### src/rtl/capture_ctrl_pkg.sv
// Shared definitions for the logic-analyzer capture controller:
// sequencer states and trigger-combine mode encoding.
package capture_ctrl_pkg;

  typedef enum logic [2:0] {
    ST_IDLE,
    ST_PRE,
    ST_WAIT,
    ST_POST,
    ST_DONE
  } cap_state_e;

  localparam logic TRIG_MODE_AND = 1'b0;
  localparam logic TRIG_MODE_OR  = 1'b1;

endpackage

### src/rtl/capture_ctrl_trig_combine.sv
// Mask-and-reduce of the per-channel trigger flags into a single hit.
// OR mode with an empty mask never hits; AND mode with an empty mask always hits.
module trig_combine
  import capture_ctrl_pkg::*;
#(
  parameter int WIDTH = 32
) (
  input  logic             trig_or,
  input  logic [WIDTH-1:0] ch_mask,
  input  logic [WIDTH-1:0] trig_vec,
  output logic             hit
);

  always_comb begin
    hit = 1'b0;
    case (trig_or)
      TRIG_MODE_OR:  hit = |(trig_vec & ch_mask);
      TRIG_MODE_AND: hit = &(trig_vec | ~ch_mask);
    endcase
  end

endmodule

### src/rtl/capture_ctrl.sv
// Capture sequencer for the logic-analyzer debugger: arm / pre / wait / post over a circular
// sample RAM. Define CAPTURE_TIMEOUT_EN to force a trigger after TIMEOUT_CYCLES WAIT writes.
//
// state   | meaning
// ST_IDLE | not armed, no RAM writes
// ST_PRE  | writing the pre_depth history samples, trigger ignored
// ST_WAIT | writing every cycle until a hit (or timeout)
// ST_POST | writing post_len samples after the trigger sample
// ST_DONE | buffer complete, trig_addr / start_addr valid
module capture_ctrl
  import capture_ctrl_pkg::*;
#(
  parameter int PORT_WIDTH     = 32,
  parameter int ADDR_WIDTH     = 10,
  parameter int TIMEOUT_CYCLES = 1024
) (
  input  logic                  clk,
  input  logic                  rstn,
  input  logic                  arm,
  input  logic                  abort,
  input  logic                  trig_or,
  input  logic [PORT_WIDTH-1:0] ch_mask,
  input  logic [ADDR_WIDTH-1:0] pre_depth,
  input  logic [PORT_WIDTH-1:0] trig_vec,
  input  logic [PORT_WIDTH-1:0] data_in,
  output logic                  ram_we,
  output logic [ADDR_WIDTH-1:0] ram_waddr,
  output logic [PORT_WIDTH-1:0] ram_wdata,
  output logic                  busy,
  output logic                  done,
  output logic [ADDR_WIDTH-1:0] trig_addr,
  output logic [ADDR_WIDTH-1:0] start_addr,
  output logic                  timed_out
);

  localparam logic [ADDR_WIDTH-1:0] ADDR_ONE = ADDR_WIDTH'(1);
  localparam logic [ADDR_WIDTH-1:0] ADDR_MAX = '1;

  cap_state_e            state_q, state_d;
  logic [ADDR_WIDTH-1:0] cnt_q, cnt_d;
  logic [ADDR_WIDTH-1:0] pre_q, pre_d;
  logic [ADDR_WIDTH-1:0] waddr_d, trig_addr_d, start_addr_d;
  logic [ADDR_WIDTH-1:0] post_len;
  logic                  hit, force_trig, arm_ok, writing_d;

  trig_combine #(.WIDTH(PORT_WIDTH)) u_trig_combine (
    .trig_or  (trig_or),
    .ch_mask  (ch_mask),
    .trig_vec (trig_vec),
    .hit      (hit)
  );

  // pre + trigger + post always fills the whole buffer exactly once.
  assign post_len = ADDR_MAX - pre_q;
  assign arm_ok   = arm && !abort && (state_q == ST_IDLE || state_q == ST_DONE);

  always_comb begin
    state_d      = state_q;
    cnt_d        = cnt_q;
    pre_d        = pre_q;
    waddr_d      = ram_waddr;
    trig_addr_d  = trig_addr;
    start_addr_d = start_addr;
    if (ram_we) waddr_d = ram_waddr + ADDR_ONE;
    case (state_q)
      ST_IDLE, ST_DONE: begin
        if (arm_ok) begin
          pre_d   = pre_depth;
          cnt_d   = pre_depth;
          waddr_d = '0;
          state_d = (pre_depth == '0) ? ST_WAIT : ST_PRE;
        end
      end
      ST_PRE: begin
        cnt_d = cnt_q - ADDR_ONE;
        if (cnt_q == ADDR_ONE) state_d = ST_WAIT;
      end
      ST_WAIT: begin
        if (hit || force_trig) begin
          trig_addr_d  = ram_waddr;
          start_addr_d = ram_waddr - pre_q;
          cnt_d        = post_len;
          state_d      = (post_len == '0) ? ST_DONE : ST_POST;
        end
      end
      ST_POST: begin
        cnt_d = cnt_q - ADDR_ONE;
        if (cnt_q == ADDR_ONE) state_d = ST_DONE;
      end
      default: state_d = ST_IDLE;
    endcase
    if (abort) begin
      state_d = ST_IDLE;
      waddr_d = '0;
    end
  end

  assign writing_d = (state_d == ST_PRE) || (state_d == ST_WAIT) || (state_d == ST_POST);

  always_ff @(posedge clk or negedge rstn) begin
    if (!rstn) begin
      state_q    <= ST_IDLE;
      cnt_q      <= '0;
      pre_q      <= '0;
      ram_waddr  <= '0;
      ram_wdata  <= '0;
      ram_we     <= 1'b0;
      busy       <= 1'b0;
      done       <= 1'b0;
      trig_addr  <= '0;
      start_addr <= '0;
    end else begin
      state_q    <= state_d;
      cnt_q      <= cnt_d;
      pre_q      <= pre_d;
      ram_waddr  <= waddr_d;
      ram_wdata  <= data_in;
      ram_we     <= writing_d;
      busy       <= writing_d;
      done       <= (state_d == ST_DONE);
      trig_addr  <= trig_addr_d;
      start_addr <= start_addr_d;
    end
  end

`ifdef CAPTURE_TIMEOUT_EN
  localparam int TMO_W = $clog2(TIMEOUT_CYCLES + 1);
  logic [TMO_W-1:0] tmo_q;

  // Reloaded on arm, decremented once per WAIT write; terminal count forces the trigger.
  always_ff @(posedge clk or negedge rstn) begin
    if (!rstn)                                  tmo_q <= '0;
    else if (abort)                             tmo_q <= '0;
    else if (arm_ok)                            tmo_q <= TMO_W'(TIMEOUT_CYCLES);
    else if (state_q == ST_WAIT && tmo_q != '0) tmo_q <= tmo_q - TMO_W'(1);
  end

  assign force_trig = (state_q == ST_WAIT) && (tmo_q == TMO_W'(1));

  always_ff @(posedge clk or negedge rstn) begin
    if (!rstn)                   timed_out <= 1'b0;
    else if (abort || arm_ok)    timed_out <= 1'b0;
    else if (force_trig && !hit) timed_out <= 1'b1;
  end
`else
  logic unused_timeout;
  assign unused_timeout = ^TIMEOUT_CYCLES;
  assign force_trig     = 1'b0;
  assign timed_out      = 1'b0;
`endif

endmodule

### config.mk
export PLATFORM = sky130hd
export DESIGN_NAME = capture_ctrl
export DESIGN_NICKNAME = d
export VERILOG_FILES = /design/src/rtl/capture_ctrl_pkg.sv /design/src/rtl/capture_ctrl_trig_combine.sv /design/src/rtl/capture_ctrl.sv
export SDC_FILE = /design/constraint.sdc
export NUM_CORES = 1
export LEC_CHECK = 0
export BUFFER_PORTS_ARGS = -buffer_cell sky130_fd_sc_hd__buf_4
export CAP_MARGIN = 20
export CELL_PAD_IN_SITES_DETAIL_PLACEMENT = 1
export CELL_PAD_IN_SITES_GLOBAL_PLACEMENT = 1
export CORE_UTILIZATION = 39
export CTS_CLUSTER_SIZE = 24
export DETAILED_ROUTE_END_ITERATION = 16
export PLACE_DENSITY = 0.92
export SLEW_MARGIN = 20
export SYNTH_ARGS = -nofsm -noshare
export SYNTH_HDL_FRONTEND = slang
export SYNTH_SLANG_ARGS = --single-unit
### constraint.sdc
create_clock -name clk -period 4.6 [get_ports clk]
set_clock_uncertainty 0.1 [all_clocks]
set_input_delay 0.92 -clock clk [delete_from_list [all_inputs] [get_ports clk]]
set_output_delay 0.92 -clock clk [all_outputs]
set_load 0.005 [all_outputs]
## Yosys cells after proc, flatten, opt, wreduce, memory -nomap -nowiden

Cells that the tools add are included.

| storage, ports and cells | value |
|---|---|
| register bits | 87 |
| latch bits | 0 |
| bits in writable memories | 0 |
| ROM bits | 0 |
| input port bits | 111 |
| output and inout port bits | 66 |
| word-level logic and storage cells | 61 |
| memories | 0 |

| operators by class | value |
|---|---|
| add/subtract/negate cells | 4 |
| multipliers | 0 |
| divide/modulo/power cells | 0 |
| magnitude comparators | 0 |
| eq/ne operators | 11 |
| shifts and indexed selects | 0 |
| mux-type cells | 16 |
| bitwise gates (word level) | 4 |
| reduce and logical (&&, ||, !) cells | 17 |

Operator list:

| cell | count |
|---|---|
| $mux 10 | 6 |
| $and 32x32->32 | 1 |
| $not 32->32 | 1 |
| $or 32x32->32 | 1 |
| $reduce_and 32->1 | 1 |
| $reduce_or 32->1 | 1 |
| $pmux 10 s3 | 1 |
| $logic_not 10->1 | 2 |
| $mux 3 | 6 |
| $eq 3x2->1 const B | 4 |
| $pmux 3 s4 | 1 |
| $add 10x1->10 const B | 1 |
| $eq 10x1->1 const B | 1 |
| $sub 10x1->10 const B | 1 |
| $sub 10x10->10 | 1 |
| $sub 10x10->10 const A | 1 |
| $eq 3x1->1 const B | 2 |
| $eq 3x3->1 const B | 2 |
| $ne 2x2->1 const B | 2 |
| $reduce_and 2->1 | 2 |
| $reduce_or 2->1 | 2 |
| $logic_not 3->1 | 1 |
| $logic_or 1x1->1 | 3 |
| $reduce_and 3->1 | 1 |
| 6 further kinds | 7 |

## Depth between registers and ports, before layout

| depth | value |
|---|---|
| depth in word-level cells | 10 |
| mapped depth | 10 |
| mapped depth without buffers | 10 |

## By module

A second synthesis with hierarchy kept.

| unflattened totals | value |
|---|---|
| cells, all modules | 444 |
| area, all modules | 4327.9 sq um |

Modules (own cells, without submodules):

| module | times used | cells each | area each (sq um) | seq. area each (sq um) |
|---|---|---|---|---|
| capture_ctrl | 1 | 379 | 3833.7 | 2177.1 |
| trig_combine | 1 | 65 | 494.2 | 0.0 |

## Worst setup path before layout

Ideal clock, no wire load.

| timing | value |
|---|---|
| path type | input port to flip-flop |
| start | in trig_vec[3] |
| end | reg start_addr[4] |
| library setup time | 0.125 ns |
| arrival time | 2.396 ns |
| required time | 4.375 ns |
| path slack | 1.979 ns |
| stages | 8 |
| buffers on the path | 1 |
| cell sequence | nand2b_1 o2111ai_1 nor4_2 a31oi_1 a31oi_2 nand3_4 buf_6 mux2_4 |

| between the ends | value |
|---|---|
| longest elaborated chain between the ends | 4 |
| elaborated cells on any way between the ends | 6 |
| classes of those cells | 1 x mux; 2 x bitwise; 3 x reduce/logical |

RTL lines:

| what | line | RTL |
|---|---|---|
| from (decl) | capture_ctrl.sv:24 | `input logic [PORT_WIDTH-1:0] trig_vec,` |
| $or 32x32->32 / $and 32x32->32 (equally long branches) | capture_ctrl_trig_combine.sv:18, capture_ctrl_trig_combine.sv:17 |  |
| $reduce_and 32->1 / $reduce_or 32->1 (equally long branches) | capture_ctrl_trig_combine.sv:18, capture_ctrl_trig_combine.sv:17 |  |
| $pmux 1 s2 (*) | capture_ctrl_trig_combine.sv:16 | `case (trig_or)` |
| $reduce_and 2->1 (no source line) (*) | -- |  |
| to (signal assigned) | capture_ctrl.sv:122 | `start_addr <= start_addr_d;` |
| to (decl) | capture_ctrl.sv:32 | `output logic [ADDR_WIDTH-1:0] start_addr,` |

Mark *: on every way between the ends. The rest lies on a longest branch, timed or not.
A chain may end at the register's enable or synchronous reset.

## Worst setup path in the final report

| timing | value |
|---|---|
| start | in ch_mask[10] |
| end | reg start_addr[5] |

| between the ends | value |
|---|---|
| longest elaborated chain between the ends | 5 |
| elaborated cells on any way between the ends | 7 |
| classes of those cells | 1 x mux; 3 x bitwise; 3 x reduce/logical |

RTL lines:

| what | line | RTL |
|---|---|---|
| from (decl) | capture_ctrl.sv:22 | `input logic [PORT_WIDTH-1:0] ch_mask,` |
| $not 32->32 | capture_ctrl_trig_combine.sv:18 | `TRIG_MODE_AND: hit = &(trig_vec \| ~ch_mask);` |
| $or 32x32->32 | capture_ctrl_trig_combine.sv:18 |  |
| $reduce_and 32->1 | capture_ctrl_trig_combine.sv:18 |  |
| $pmux 1 s2 (*) | capture_ctrl_trig_combine.sv:16 |  |
| $reduce_and 2->1 (no source line) (*) | -- |  |

Marks and branches as above.

==> results.toml <==
[critical_path]
critPathLaunch = "ch_mask[10]"
reg2reg_to = "start_addr[8]"
timing.rr.start = "ram_waddr[0]"
endpoint = "start_addr[5]"
slowest_stage = "nor4_1"
ff2ff_path_depth = 10
crit_path_end_kind = "flip-flop"
start_kind = "primary input"
crit_fanout = 24
cp_cell_sequence = "buf_4, inv_1, o22ai_1, nor4_1, a31oi_1, a31oi_2, nand3_4, mux2_4"
arrival_ps = 2960
critPathBufInv = 2
worst-setup-path-type = "in2reg"
r2r_slack_ps = 1840
cp.depth = 8
slowest_delay_ps = 450
critPathTopFamily = "simple AND/OR/NAND/NOR gates"
required_ps = 4750

[placed_design]
io_buffers = 175
dp.final_hpwl_um = 11000
gp_congestion = 0.892

[layout]
syn_to_final_growth_pct = 37.6
multiInputGateArea_um2 = 1950
regArea_um2 = 2180
antenna_cells = 0
fill_cells = 1243
nets = 723
drive_gt1_share_pct = 35.4
finalCoreUtilization_pct = 55.2

[synth]
synth_top_family_by_area = "compound AO/OA/AOI/OAI gates"
synth_compound_area_share_pct = 16.8
syn_avg_cell_area_um2 = 10.3
synth_adder_area_share_pct = 3.89
synthMuxAreaShare_pct = 6.41
syn_inst = 426
synth_edf_count = 0
ys_ff_latch = 87
synth.area.top_cells = "dfrtp_1 50%, mux2_4 4.5%, inv_1 3.7%"
synth.largest_area_cell = "dfrtp_1"
synth-async-reset-ratio_pct = 100
synth_nets = 550
ys_seq_area_share_pct = 49.8
synth_warnings = 0
synth-simple-area-share_pct = 14.0
synth_flop_cell = "dfrtp_1"
synth.top_cell.area_share_pct = 49.8
synth_xor_xnor_area_share_pct = 3.41
synth_area_um2 = 4370
synth_common_cells = "87 x dfrtp_1, 43 x inv_1, 30 x nor2_1"
synth.distinct_cells = 54
yosysMostFrequentCell = "dfrtp_1"

[routing]
drt-total-wl_um = 13700
wl_per_cell_um = 18.5
dr.pass1.iters = 4
drt_iter0_drc = 234
drcViolationCount = 0
ant_nets = 0
route.vias.total = 4035
viasPerCell = 5.42

[clock_tree]
cts_resized = 0
clkTransAtPathRegs_ps = 80
ctsLongestPathBuffers = 2
post_cts_buffers = 0
numCtsBuffers = 9
cts.sinks = 87
clock_tree.root_cell = "clkbuf_8"
htreeDepth = 3
postCtsHoldBufs = 0
clock_latency_ps = 370
cts_tree = "built"

[die]
die_area_um2 = 11600
core_area_um2 = 10900
die_h_um = 108
io_pins = 177
die_x_um = 108
start_util_pct = 40.1
rows = 38

[sta]
setup_viol = 0
fmax_ghz = 0.356
slew_viol_final = 0
hold_viol = 0
final.setup.tns_ps = 0
rsz0062_at_grt = "no"
slew_headroom_pct = 25.3
fin_crit_ps = 2810
fin_crit_sh_pct = 61.0
worstMarginPinSlew_ps = 1110

[global_routing]
antenna_found_initial = 0
grtUsageTotal_pct = 24.6
grt_max_degree = 88
grt_pass1_vias = 4436
overflow = 0
grt_pass1_wl_um = 21900

[power]
power_density_nw_per_um2 = 309
p_total_w = 0.00186
ir_worst_vdd_v = 0.000150
cellLeakagePower_nw = 3.03

[hold_path]
hp-class = "reg2reg"

[flow_run]
max_cap_violations = 0

[status]
status = "finished, final reports clean"
## power by group
group / internal [W] / total (W) / switching, W
Clock: 0.000297 / 0.000574 / 0.000278
Sequential: 0.000829 / 0.000890 / 0.0000607
Combinational: 0.000195 / 0.000395 / 0.000200
Total: 0.00132 / 0.00186 / 0.000538
## registers in the layout (all words and copies together), names as in the netlist
signal and flops:
done 1, state_q 3, start_addr 10, cnt_q 10, busy 1, ram_wdata 32
ram_waddr 10, trig_addr 10, pre_q 10
## routing by layer
metal / GRT usage, % / wire (µm) / vias to the layer above
met5: 0 / 0 / -
met4: 10.1 / 350 / 0
met3: 4.60 / 820 / 25
met2: 47.9 / 7540 / 171
met1: 25.5 / 5030 / 1969
li1: - / - / 1870
## kinds of logic (layout without fill, tap and decap cells)
family / after synthesis / count (layout)
other cells: 1 / 1
fa+ha+maj: 13 / 13
simple gates: 120 / 120
flops: 87 / 87
mux: 21 / 21
xor+xnor: 17 / 17
compound gates: 109 / 109
buf+inv: 58 / 236
## worst min path at each step
stage                   from             to  slack [ps]  cells past startpoint
2_1_floorplan       cnt_q[7]       cnt_q[7]         370                      2
3_3_place_gp    trig_addr[9]   trig_addr[9]         390                      1
3_5_place_dp   start_addr[3]  start_addr[3]         400                      1
4_1_cts        start_addr[3]  start_addr[3]         420                      1
5_1_grt        start_addr[7]  start_addr[7]         430                      1
6_report       start_addr[3]  start_addr[3]         420                      1
## placed cells by master (no fill, tap or decap), drive strengths merged, types with 3 or more instances in the layout
master   instances
clkinv           3
nand2b          18
buf            176
and3             5
xnor2           11
nand3            5
clkbuf          12
xor2             6
ha              12
mux2            17
a21oi           16
mux2i            4
dfrtp           87
nor3             6
o32ai            3
nand2           29
o22ai           14
nor2            30
o2111ai          5
a22oi           17
inv             44
a31oi            9
nor4             9
nand4           11
o21ai           25
## final cells by class
class | count | area share (%)
inverter | 44 | 2.75
clock inverter | 4 | 0.874
tap | 140 | 2.91
timing repair buffer | 176 | 22.0
multi-input combinational | 281 | 32.5
clock buffer | 12 | 2.75
sequential | 87 | 36.2
## metrics by stage
| step | setup WS (ps) | std cells | cell area (µm²) | hold WS [ps] |
|---|---|---|---|---|
| after floorplan | 1980 | 426 | 4370 | 371 |
| after global placement | 1430 | 728 | 5790 | 390 |
| after detailed placement | 1320 | 728 | 5790 | 403 |
| after CTS | 1710 | 744 | 6010 | 420 |
| after global routing | 1610 | 744 | 6010 | 435 |
| final | 1790 | 744 | 6010 | 417 |
(Power assumes the default switching activity.)
